## src/rtl/ahb_pkg.sv

```systemverilog
// Shared AHB codes, state encoding and bus-response helper for the AHB memory slave.
package ahb_pkg;

    localparam int unsigned ADDR_W = 32;
    localparam int unsigned DATA_W = 64;
    localparam int unsigned BE_W   = 8;

    localparam logic [2:0] HSIZE_MAX = 3'd3;

    typedef enum logic [1:0] {
        HTRANS_IDLE   = 2'b00,
        HTRANS_BUSY   = 2'b01,
        HTRANS_NONSEQ = 2'b10,
        HTRANS_SEQ    = 2'b11
    } htrans_e;

    typedef enum logic [1:0] {
        HRESP_OKAY  = 2'b00,
        HRESP_ERROR = 2'b01
    } hresp_e;

    typedef enum logic [4:0] {
        ST_IDLE = 5'b00001,
        ST_BUSY = 5'b00010,
        ST_DONE = 5'b00100,
        ST_ERR1 = 5'b01000,
        ST_ERR2 = 5'b10000
    } state_e;

    // {hreadyout, hresp} presented while the slave sits in state s
    function automatic logic [2:0] bus_resp(input state_e s);
        case (s)
            ST_BUSY: return {1'b0, HRESP_OKAY};
            ST_ERR1: return {1'b0, HRESP_ERROR};
            ST_ERR2: return {1'b1, HRESP_ERROR};
            default: return {1'b1, HRESP_OKAY};
        endcase
    endfunction

endpackage

```

## src/rtl/ahb_be_decode.sv

```systemverilog
// Byte-lane enables and alignment check for one AHB beat on a 64-bit bus.
module ahb_be_decode
    import ahb_pkg::*;
(
    input  logic [2:0]      hsize,
    input  logic [2:0]      addr_lo,
    output logic [BE_W-1:0] be,
    output logic            misalign
);

    always_comb begin
        be       = '0;
        misalign = 1'b0;
        case (hsize)
            3'd0: be = 8'h01 << addr_lo;
            3'd1: begin
                be       = 8'h03 << addr_lo;
                misalign = addr_lo[0];
            end
            3'd2: begin
                be       = 8'h0F << addr_lo;
                misalign = |addr_lo[1:0];
            end
            3'd3: begin
                be       = 8'hFF;
                misalign = |addr_lo;
            end
            default: ;
        endcase
    end

endmodule

```

## src/rtl/ahb_mem_slave.sv

```systemverilog
// AHB slave bridging single beats to a req/ack memory back-end, with
// decode errors, two-cycle ERROR responses and a back-end timeout guard.
module ahb_mem_slave
    import ahb_pkg::*;
#(
    parameter logic [ADDR_W-1:0] BASE_ADDR = 32'h0000_0000,
    parameter logic [ADDR_W-1:0] ADDR_SIZE = 32'h0001_0000,
    parameter int unsigned       TIMEOUT   = 16
) (
    input  logic              hclk,
    input  logic              hreset,
    input  logic              hsel,
    input  logic [ADDR_W-1:0] haddr,
    input  logic [1:0]        htrans,
    input  logic              hwrite,
    input  logic [2:0]        hsize,
    input  logic [2:0]        hburst,
    input  logic [DATA_W-1:0] hwdata,
    input  logic              hready,
    output logic              hreadyout,
    output logic [1:0]        hresp,
    output logic [DATA_W-1:0] hrdata,
    output logic              mem_req,
    output logic              mem_we,
    output logic [ADDR_W-1:0] mem_addr,
    output logic [BE_W-1:0]   mem_be,
    output logic [DATA_W-1:0] mem_wdata,
    input  logic              mem_ack,
    input  logic [DATA_W-1:0] mem_rdata,
    input  logic              mem_err
);

    localparam int unsigned CNT_W = (TIMEOUT > 2) ? $clog2(TIMEOUT) : 1;

    state_e             state;
    logic [CNT_W-1:0]   cnt;
    logic [ADDR_W-1:0]  offset;
    logic [BE_W-1:0]    be;
    logic               misalign;
    logic               accept;
    logic               bad;
    logic               timeout_hit;
    logic               unused_ok;

    // Every beat is handled as a single, so the burst type carries no information here.
    assign unused_ok = ^hburst;

    assign mem_wdata = hwdata;

    ahb_be_decode u_be_decode (
        .hsize    (hsize),
        .addr_lo  (haddr[2:0]),
        .be       (be),
        .misalign (misalign)
    );

    // Wrapping subtraction keeps the window check correct even near the top of the map.
    assign offset      = haddr - BASE_ADDR;
    assign accept      = hsel && hready && (htrans == HTRANS_NONSEQ || htrans == HTRANS_SEQ);
    assign bad         = (offset >= ADDR_SIZE) || (hsize > HSIZE_MAX) || misalign;
    assign timeout_hit = (TIMEOUT != 0) && (cnt == CNT_W'(TIMEOUT - 1));

    always_ff @(posedge hclk) begin
        if (hreset) begin
            state     <= ST_IDLE;
            hreadyout <= 1'b1;
            hresp     <= HRESP_OKAY;
            hrdata    <= '0;
            mem_req   <= 1'b0;
            mem_we    <= 1'b0;
            mem_addr  <= '0;
            mem_be    <= '0;
            cnt       <= '0;
        end else begin
            case (state)
                ST_BUSY: begin
                    cnt <= cnt + CNT_W'(1);
                    // Error beats ack; ack beats the timeout landing in the same cycle
                    if (mem_err || (!mem_ack && timeout_hit)) begin
                        state                <= ST_ERR1;
                        {hreadyout, hresp}   <= bus_resp(ST_ERR1);
                        mem_req              <= 1'b0;
                    end else if (mem_ack) begin
                        state                <= ST_DONE;
                        {hreadyout, hresp}   <= bus_resp(ST_DONE);
                        mem_req              <= 1'b0;
                        if (!mem_we) begin
                            hrdata <= mem_rdata;
                        end
                    end
                end
                ST_ERR1: begin
                    state              <= ST_ERR2;
                    {hreadyout, hresp} <= bus_resp(ST_ERR2);
                end
                // IDLE, DONE and ERR2 all complete a data phase and may take a new address
                default: begin
                    if (accept && bad) begin
                        state              <= ST_ERR1;
                        {hreadyout, hresp} <= bus_resp(ST_ERR1);
                    end else if (accept) begin
                        state              <= ST_BUSY;
                        {hreadyout, hresp} <= bus_resp(ST_BUSY);
                        mem_req            <= 1'b1;
                        mem_we             <= hwrite;
                        mem_addr           <= {haddr[ADDR_W-1:3], 3'b000};
                        mem_be             <= be;
                        cnt                <= '0;
                    end else begin
                        state              <= ST_IDLE;
                        {hreadyout, hresp} <= bus_resp(ST_IDLE);
                    end
                end
            endcase
        end
    end

endmodule

```

## config.mk

```make
export PLATFORM = sky130hd
export DESIGN_NAME = ahb_mem_slave
export DESIGN_NICKNAME = d
export VERILOG_FILES = /design/src/rtl/ahb_pkg.sv /design/src/rtl/ahb_be_decode.sv /design/src/rtl/ahb_mem_slave.sv
export SDC_FILE = /design/constraint.sdc
export NUM_CORES = 1
export LEC_CHECK = 0
export ABC_CLOCK_PERIOD_IN_PS = 5500
export CELL_PAD_IN_SITES_DETAIL_PLACEMENT = 1
export CELL_PAD_IN_SITES_GLOBAL_PLACEMENT = 1
export CORE_AREA = 2 2 142 144
export DETAILED_ROUTE_END_ITERATION = 6
export DIE_AREA = 0 0 144 146
export PLACE_DENSITY = 0.91
export RECOVER_POWER = 50
export SKIP_LAST_GASP = 1
export SLEW_MARGIN = 20
export SYNTH_ARGS = -nofsm -noshare
export SYNTH_HDL_FRONTEND = slang
export SYNTH_HIERARCHICAL = 1
export SYNTH_SLANG_ARGS = --single-unit
```

## constraint.sdc

```tcl
create_clock -name hclk -period 5.5 [get_ports hclk]
set_input_delay 1.1 -clock hclk [delete_from_list [all_inputs] [get_ports hclk]]
set_output_delay 1.1 -clock hclk [all_outputs]
set_load 0.01 [all_outputs]
```

# --- Yosys cells after proc, flatten, opt, wreduce, memory -nomap -nowiden ---
# Index checks and enable logic that the tools add are counted.
op_classes:
  order_cmp: 2
  eq_ne: 10
  add_sub_neg: 1
  mux: 24
  shift: 3
  bitwise: 5
  reduce_logical: 18
op_table:
  columns: ["op", "count"]
  rows:
  - ["$ge 32x17->1 const B", 1]
  - ["$pmux 8 s4", 1]
  - ["$mux 4", 3]
  - ["$mux 5", 2]
  - ["$pmux 5 s2", 1]
  - ["$mux 1", 9]
  - ["$pmux 4 s2", 1]
  - ["$reduce_and 4->1", 2]
  - ["$shl 1x3->8 const A", 1]
  - ["$shl 2x3->8 const A", 1]
  - ["$shl 4x3->8 const A", 1]
  - ["$eq 3x2->1 const B", 2]
  - ["$mux 2", 3]
  - ["$reduce_and 3->1", 2]
  - ["$eq 5x2->1 const B", 1]
  - ["$eq 5x4->1 const B", 1]
  - ["$not 1->1", 5]
  - ["$add 4x1->4 const B", 1]
  - ["$eq 2x2->1 const B", 2]
  - ["$eq 4x4->1 const B", 1]
  - ["$logic_and 1x1->1", 4]
  - ["$logic_or 1x1->1", 4]
  - ["$pmux 1 s2", 2]
  - ["$pmux 2 s2", 1]
  - ["10 further kinds", 11]
word_totals:
  output_inout_bits: 173
  elab_cells: 72
  in_bits: 175
  regBits: 115

# --- Longest topological paths before layout ---
# Gate-level depths: netlist of the first run.
depth:
  depth_word: 6
  depth_mapped: 11
  depth_no_buf: 8

# --- Cells and area by module ---
# The synthesis of the first run kept the hierarchy.
modules_own_cells:
  columns: ["module", "n_inst", "area_each_um2", "seq_area_each_um2", "cells_per_inst"]
  rows:
  - ["ahb_mem_slave", 1, 4697.0, 2282.2, 529]
  - ["ahb_be_decode", 1, 305.3, 0.0, 48]

# --- Worst setup path before layout of the first run ---
# OpenSTA, ideal clock, no wires.
synth_timing:
  path_type: "input -> register"
  start: "input port haddr[1]"
  end: "register mem_addr[10]"
  required_time_ps: 5372
  path_slack_ps: 2681
  path_stages: 11
  setup_time_ps: 128
  n_path_buf: 3
  arrival_ps: 2691
  cell_sequence: "buf_6 -> o21a_4 -> a21oi_1 -> nor2_1 -> nor4_1 -> and4_4 -> and3_1 -> buf_6 -> buf_6 -> mux2i_1 -> nor2_1"
synth_between:
  elab_chain_len: 6
  elab_cells_between_ends: 9
  cone_classes: "1 x order compare; 1 x mux; 1 x bitwise; 6 x reduce/logical"
synth_lines:
  columns: ["item", "line_no", "source"]
  rows:
  - ["start, declared", "ahb_mem_slave.sv:13", "input logic [ADDR_W-1:0] haddr,"]
  - ["$reduce_or 3->1 or $reduce_or 2->1 (tied branches)", "ahb_be_decode.sv:26, ahb_be_decode.sv:22", null]
  - ["$pmux 1 s3 *", "ahb_be_decode.sv:14", "case (hsize)"]
  - ["net misalign", "ahb_mem_slave.sv:39", "logic misalign;"]
  - ["$logic_or 1x1->1 *", "ahb_mem_slave.sv:60", "assign bad = (offset >= ADDR_SIZE) || (hsize > HSIZE_MAX) || misalign;"]
  - ["$logic_and 1x1->1 *", "ahb_mem_slave.sv:98", "if (accept && bad) begin"]
  - ["$not 1->1 (no source line) *", null, null]
  - ["$reduce_and 3->1 (no source line) *", null, null]
  - ["end signal, assigned", "ahb_mem_slave.sv:106", "mem_addr <= {haddr[ADDR_W-1:3], 3'b000};"]
  - ["end, declared", "ahb_mem_slave.sv:25", "output logic [ADDR_W-1:0] mem_addr,"]
# Mark *: on every way through the listed nets, which the timed path passes. The rest lies on a longest branch.
# A chain may end at the register's enable or synchronous reset.

==> results of run 1 <==
## logic make-up (layout without fill, tap and decap cells)
| family | Yosys count | after routing | share of synthesized area [%] |
|---|---|---|---|
| and+or+nand+nor | 227 | 227 | 21.5 |
| DFF | 114 | 114 | 45.6 |
| buffers and inverters | 106 | 246 | 16.4 |
| AOI/OAI and AO/OA | 105 | 105 | 11.6 |
| muxes | 22 | 22 | 4.40 |
| adders and majority gates | 1 | 1 | 0.250 |
| other | 1 | 5 | 0.0750 |
| xor gates and xnor gates | 1 | 1 | 0.175 |
## routing by layer
metal,vias up,wire length [um],GRT usage (%)
met4,0,306,5.05
met5,-,0,0
met1,2013,5650,13.7
met3,23,1550,6.12
li1,2085,-,-
met2,188,7830,27.0
## final cells by class
type | instances | area share, %
tap | 265 | 4.57
sequential | 114 | 31.5
clock inverter | 10 | 1.90
timing repair buffer | 213 | 29.3
clock buffer | 19 | 6.11
multi-input combinational | 360 | 26.4
inverter | 4 | 0.207
antenna | 1 | 0.0345
## synthesized netlist by cell type, drive strengths merged, types with 3 or more instances
library cell and number:
and3b 3, or2 3, nor2 39, nor4 7
mux2i 22, nor3 8, nand2 134, and3 3
a31oi 3, dfxtp 114, and2 18, a21oi 79
o21ai 10, inv 4, nor2b 3, buf 90
clkbuf 12
## worst paths after layout
path / from / to / slack, ns / depth (start not counted)
worst max-delay path: hreset / mem_addr[21] / 1.28 / 3
worst min-delay path: hrdata[3] / hrdata[3] / 0.45 / 2
worst max register to register: state[1] / mem_addr[12] / 3.16 / 5
worst min register to register: hrdata[3] / hrdata[3] / 0.45 / 2
## metrics by stage
step | std cells | total power (uW)
2_1_floorplan | 580 | 936
3_3_place_gp | 956 | 968
3_5_place_dp | 956 | 970
4_1_cts | 985 | 2080
5_1_grt | 986 | 2130
6_report | 986 | 2050
## sequential cells by signal, summed over array words and instances (netlist names)
register,cells
hrdata,64
mem_addr,29
mem_req,1
hreadyout,1
mem_be,8
cnt,4
hresp,1
state,5
mem_we,1
## worst max-delay path, stage by stage
cell	delay [ns]
dlygate4sd2_1	2.86
nor2_8	0.17
and2_1	0.35
## where the power goes
part | switching, uW | internal (uW)
Sequential | 0.904 | 827
Combinational | 46.0 | 78.6
Clock | 380 | 715
==> metrics.md, run 1 <==
| Metric | Value |
|---|---|
| Max VDD drop | just under 0.2 mV |
| DP HPWL | 10.9 mm |
| Final setup vio count | 0 |
| Yosys cell types | 54 |
| Die height | approximately 150 um |
| Leading cell type in the layout, fill and taps excluded | clkdlybuf4s50_1 |
| Top Ports | about 350 |
| Gr usage total | 14.3% |
| Vias per cell | ~4.4 |
| Final WL | 15.3 mm |
| Area Growth Syn to Fin | 45.0% |
| Clock latency on the worst-skew pair | approximately 0.40 ns |
| # rows | 51 |
| Overflow after GRT | 0 |
| Multi-input gate area | 0.00192 mm^2 |
| Final Cycle Share | around three quarters |
| Worst setup SP type | primary input |
| Vias in the first global route | 4527 |
| PortBufs | around 210 |
| Synth warn | 6 |
| Mean area per synthesized cell | 8.67 um^2 |
| Initial DRC Count | a little under 80 |
| DRC | 0 |
| Routed via count | roughly 4300 |
| Minimum clock period | between 4 and 5 ns |
| TritonCTS clock tree | yes |
| Fmax | between 200 and 250 MHz |
| Pre-CTS setup slack | ~1.4 ns |
| Clk_skew | between 0.005 and 0.006 ns |
| Synth async-reset ratio | 0% |
| Final hold viol count | 0 |
| Leading area contributor after synthesis | dfxtp_1 |
| Initial antenna violation count | 1 |
| Core area | 0.0193 mm^2 |
| Final Cell Area | roughly 0.0073 mm^2 |
| Yosys top cell area share | 45.6% |
| Max-Cap Viols | 1 |
| Hold_ws | ~0.45 ns |
| Max_slew headroom | -161% |
| Slew Viols, Final | just under 100 |
| Register area | 0.00228 mm^2 |
| Worst EP arrival | 4.51 ns |
| P per Cell Area | 282 mW/mm^2 |
| Horiz. Die Dim | about 140 um |
| Total CTS buffers | 17 |
| RSZ-0062 raised after global routing | no |
| Status | finished with violations |
| Worst Path Max Fanout | 98 |
| CTS root buffer | clkbuf_16 |
| Post-synthesis sequential area ratio | a little under half |
| Register bit count reported by yosys | approximately 110 |
| Max Buffers Root-to-Sink | 2 |
| Pre-antenna DRT Iters | 4 |
| Setup crit end kind | flop |
| Worst-margin pin slew | 3.91 ns |
| Fillers | about 2200 |
| Routability cong. | roughly 0.7 |
| Global-route wire length before repair | 23.4 mm |
| Top FF cell, synth | dfxtp_1 |
| Clock-pin slew on the worst setup and hold paths | about 0.05 ns |
| Most frequent cells in the layout | clkdlybuf4s50_1 (137), nand2_1 (133), dfxtp_1 (114) |
| Setup bufs post-CTS | 0 |
| Failing checks | max-capacitance violations, max-slew violations |
| Final Util | a little under two fifths |
| Syn Std Cell Area | 0.00500 mm^2 |
| Initial core utilization | between 20% and 30% |
| Hold Crit Class | reg2reg |
| Placed cell area | around 0.0067 mm^2 |
| Full die area | 0.0210 mm^2 |
| Crit path required time | just under 6 ns |
| Cells after Synth | a little under 600 |
| EDFF count, synth | 0 |
| Largest net degree at the start of global routing | between 90 and 100 |
| Final ANT Viol Nets | 0 |
| Post-cts gate resize count | 0 |
| Post-Route Setup TNS | 0 ns |
| Layout cells sized above 1 | under 10% |
| NumNets Final | 886 |
| TritonCTS sink count | 114 |
| Top cells by area, synth | dfxtp_1 (46%), buf_4 (11%), nand2_1 (10%) |
| Setup CP Type | in2reg |
| Cts hold-fix bufs | 0 |
| Setup ws final | roughly 1.3 ns |
| Leak | 0.00273 uW |
| Wirelength per Cell | 15.6 um |
| # H-tree levels | 4 |
(Power assumes the default switching activity.)
==> run 2, diff against run 1 <==
--- a/config.mk
+++ b/config.mk
@@ -5,13 +5,13 @@
 export SDC_FILE = /design/constraint.sdc
 export NUM_CORES = 1
 export LEC_CHECK = 0
-export ABC_CLOCK_PERIOD_IN_PS = 5500
+export ABC_CLOCK_PERIOD_IN_PS = 4100
 export CELL_PAD_IN_SITES_DETAIL_PLACEMENT = 1
 export CELL_PAD_IN_SITES_GLOBAL_PLACEMENT = 1
-export CORE_AREA = 2 2 142 144
+export CORE_AREA = 2 2 148 150
 export DETAILED_ROUTE_END_ITERATION = 6
-export DIE_AREA = 0 0 144 146
-export PLACE_DENSITY = 0.91
+export DIE_AREA = 0 0 150 152
+export PLACE_DENSITY = 0.85
 export RECOVER_POWER = 50
 export SKIP_LAST_GASP = 1
 export SLEW_MARGIN = 20
==> constraint.sdc (replaced) <==
create_clock -name hclk -period 4.1 [get_ports hclk]
set_input_delay 0.82 -clock hclk [delete_from_list [all_inputs] [get_ports hclk]]
set_output_delay 0.82 -clock hclk [all_outputs]
set_load 0.01 [all_outputs]
==> run 2 against run 1 <==
Against the previous run: wire length decreased by 0.22%; largest cell class unchanged; register-to-register slack got worse by 1.2 ns; final cell count increased by 2.0%; count of clock-buffer cells in the layout decreased by 1; largest power group unchanged; combinational power increased by 34%; the run still ends with max-capacitance violations, max-slew violations left; clock skew increased by 0.0030 ns; total power increased by 41%; die area increased by 8.4%; critical path depth unchanged; via count unchanged; clock power increased by 48%; sequential cell count unchanged.
==> metrics.md, run 2 (same netlist as run 1, synthesis figures left out) <==
| Metric | Value |
|---|---|
| Status | finished with violations |
| Failing checks | max-capacitance violations, max-slew violations |
| Wirelength per Cell | 15.2 um |
| TritonCTS sink count | 114 |
| Routed via count | approximately 4300 |
| Max incr delay on CP | roughly 1.7 ns |
| Horiz. Die Dim | 150 um |
| Initial DRC Count | around 120 |
| Final Cycle Share | roughly 76% |
| TritonCTS clock tree | yes |
| Setup bufs post-CTS | 0 |
| Max-Cap Viols | 1 |
| Max VDD drop | about 0.25 mV |
| Final ANT Viol Nets | 0 |
| Worst-margin pin slew | ~2.5 ns |
| Flop2flop setup slack | ~2 ns |
| Cts hold-fix bufs | 0 |
| Max Buffers Root-to-Sink | 2 |
| Gr usage total | a little over an eighth |
| Final Util | about a third |
| RSZ-0062 raised after global routing | no |
| Full die area | 0.0228 mm^2 |
| Area Growth Syn to Fin | 47.6% |
| Largest net degree at the start of global routing | 65 |
| Setup crit end kind | flop |
| Die height | around 150 um |
| N_diodes | 0 |
| Clk_skew | ~0.0085 ns |
| NumNets Final | around 890 |
| Hold Crit Class | reg2reg |
| Fmax | between 300 and 400 MHz |
| Total CTS buffers | 17 |
| Largest register FFs | between 60 and 70 |
| Worst setup SP type | primary input |
| Worst-path cell chain | clkbuf_1 -> buf_4 -> a21oi_1 |
| Post-cts gate resize count | 0 |
| Vias in the first global route | ~4500 |
| Slew Viols, Final | 49 |
| Most frequent cells in the layout | clkdlybuf4s50_1 (137), nand2_1 (133), dfxtp_1 (114) |
| Overflow after GRT | 0 |
| Top Ports | ~350 |
| Crit path required time | 4.36 ns |
| Leading cell type in the layout, fill and taps excluded | clkdlybuf4s50_1 |
| Final setup vio count | 0 |
| Pre-antenna DRT Iters | 4 |
| Regs by FF count | hrdata (64), mem_addr (29), mem_be (8) |
| Worst Path Max Fanout | roughly 50 |
| PortBufs | 211 |
| Initial antenna violation count | 0 |
| Setup CP Type | in2reg |
| # H-tree levels | 4 |
| # rows | 54 |
| Placed cell area | around 0.0067 mm^2 |
| Leak | 0.00278 uW |
| Worst EP arrival | 3.40 ns |
| Max_slew headroom | -64.6% |
| DRC | 0 |
| DP HPWL | between 10 and 15 mm |
| Core area | between 0.02 and 0.025 mm^2 |
| Post-Route Setup TNS | 0 ns |
| Global-route wire length before repair | 23.8 mm |
| Final Cell Area | ~0.0074 mm^2 |
| Largest Register | hrdata |
| Clock latency on the worst-skew pair | between 0.4 and 0.5 ns |
| Vias per cell | about 4.3 |
| Layout cells sized above 1 | 7.71% |
| P per Cell Area | just under 400 mW/mm^2 |
| Clock-pin slew on the worst setup and hold paths | ~0.050 ns |
| CTS root buffer | clkbuf_16 |
| Routability cong. | about 0.7 |
| Minimum clock period | ~3.1 ns |
| Final hold viol count | 0 |
| Final WL | 15.3 mm |
| Crit-path slowest cell | clkbuf_1 |
| Initial core utilization | between 20% and 30% |
run 2: cell types whose count changed in the layout (fill, tap and decap cells not counted):
| cell | change |
|---|---|
| clkinvlp_4 | -1 |
| diode_2 | -1 |
| buf_12 | +3 |
| inv_6 | +3 |
| clkinv_4 | +3 |
| dlygate4sd2_1 | -1 |
| clkinv_2 | -2 |
| bufinv_16 | +1 |
run 2: final timing paths:
path / startpoint / depth (start not counted) / endpoint
setup / recovery: hreset / 3 / hrdata[9]
hold / removal: hrdata[34] / 2 / hrdata[34]
setup reg to reg: state[4] / 6 / hrdata[32]
hold reg to reg: hrdata[34] / 2 / hrdata[34]
run 2: critical path, delay by kind of cell:
kind	cells	cell delay, ns
buf+inv	2	2.44
compound gates	1	0.10
run 2: area by class of cell:
class / instances / area, um^2
clock buffer: 18 / 439
clock inverter: 14 / 203
fill: 2477 / 14000
inverter: 4 / 15.0
multi-input combinational: 360 / 1920
sequential: 114 / 2280
tap: 280 / 350
timing repair buffer: 216 / 2180
run 2: power breakdown:
group,switching (uW),internal (uW)
sequential,1.31,1110
combinational,61.6,105
clock,567,1040
total,630,2260
run 2: routing by layer:
metal | GRT usage [%] | part of all wire (%) | wire [um] | vias up
met1 | 13.9 | 38 | 5870 | 2015
met2 | 24.5 | 51 | 7830 | 178
li1 | - | - | - | 2090
met4 | 5.03 | 1.7 | 259 | 0
met3 | 5.23 | 8.8 | 1350 | 26
met5 | 0 | 0 | 0 | -
run 2: through the flow:
step / hold slack (ns) / cells / power (uW) / setup WS, ns
2_1_floorplan: 0.446 / 580 / 1260 / 1.56
3_3_place_gp: 0.441 / 974 / 1300 / 0.775
3_5_place_dp: 0.448 / 974 / 1300 / 0.714
4_1_cts: 0.457 / 1006 / 2950 / 1.17
5_1_grt: 0.473 / 1006 / 3020 / 0.628
6_report: 0.450 / 1006 / 2890 / 0.966
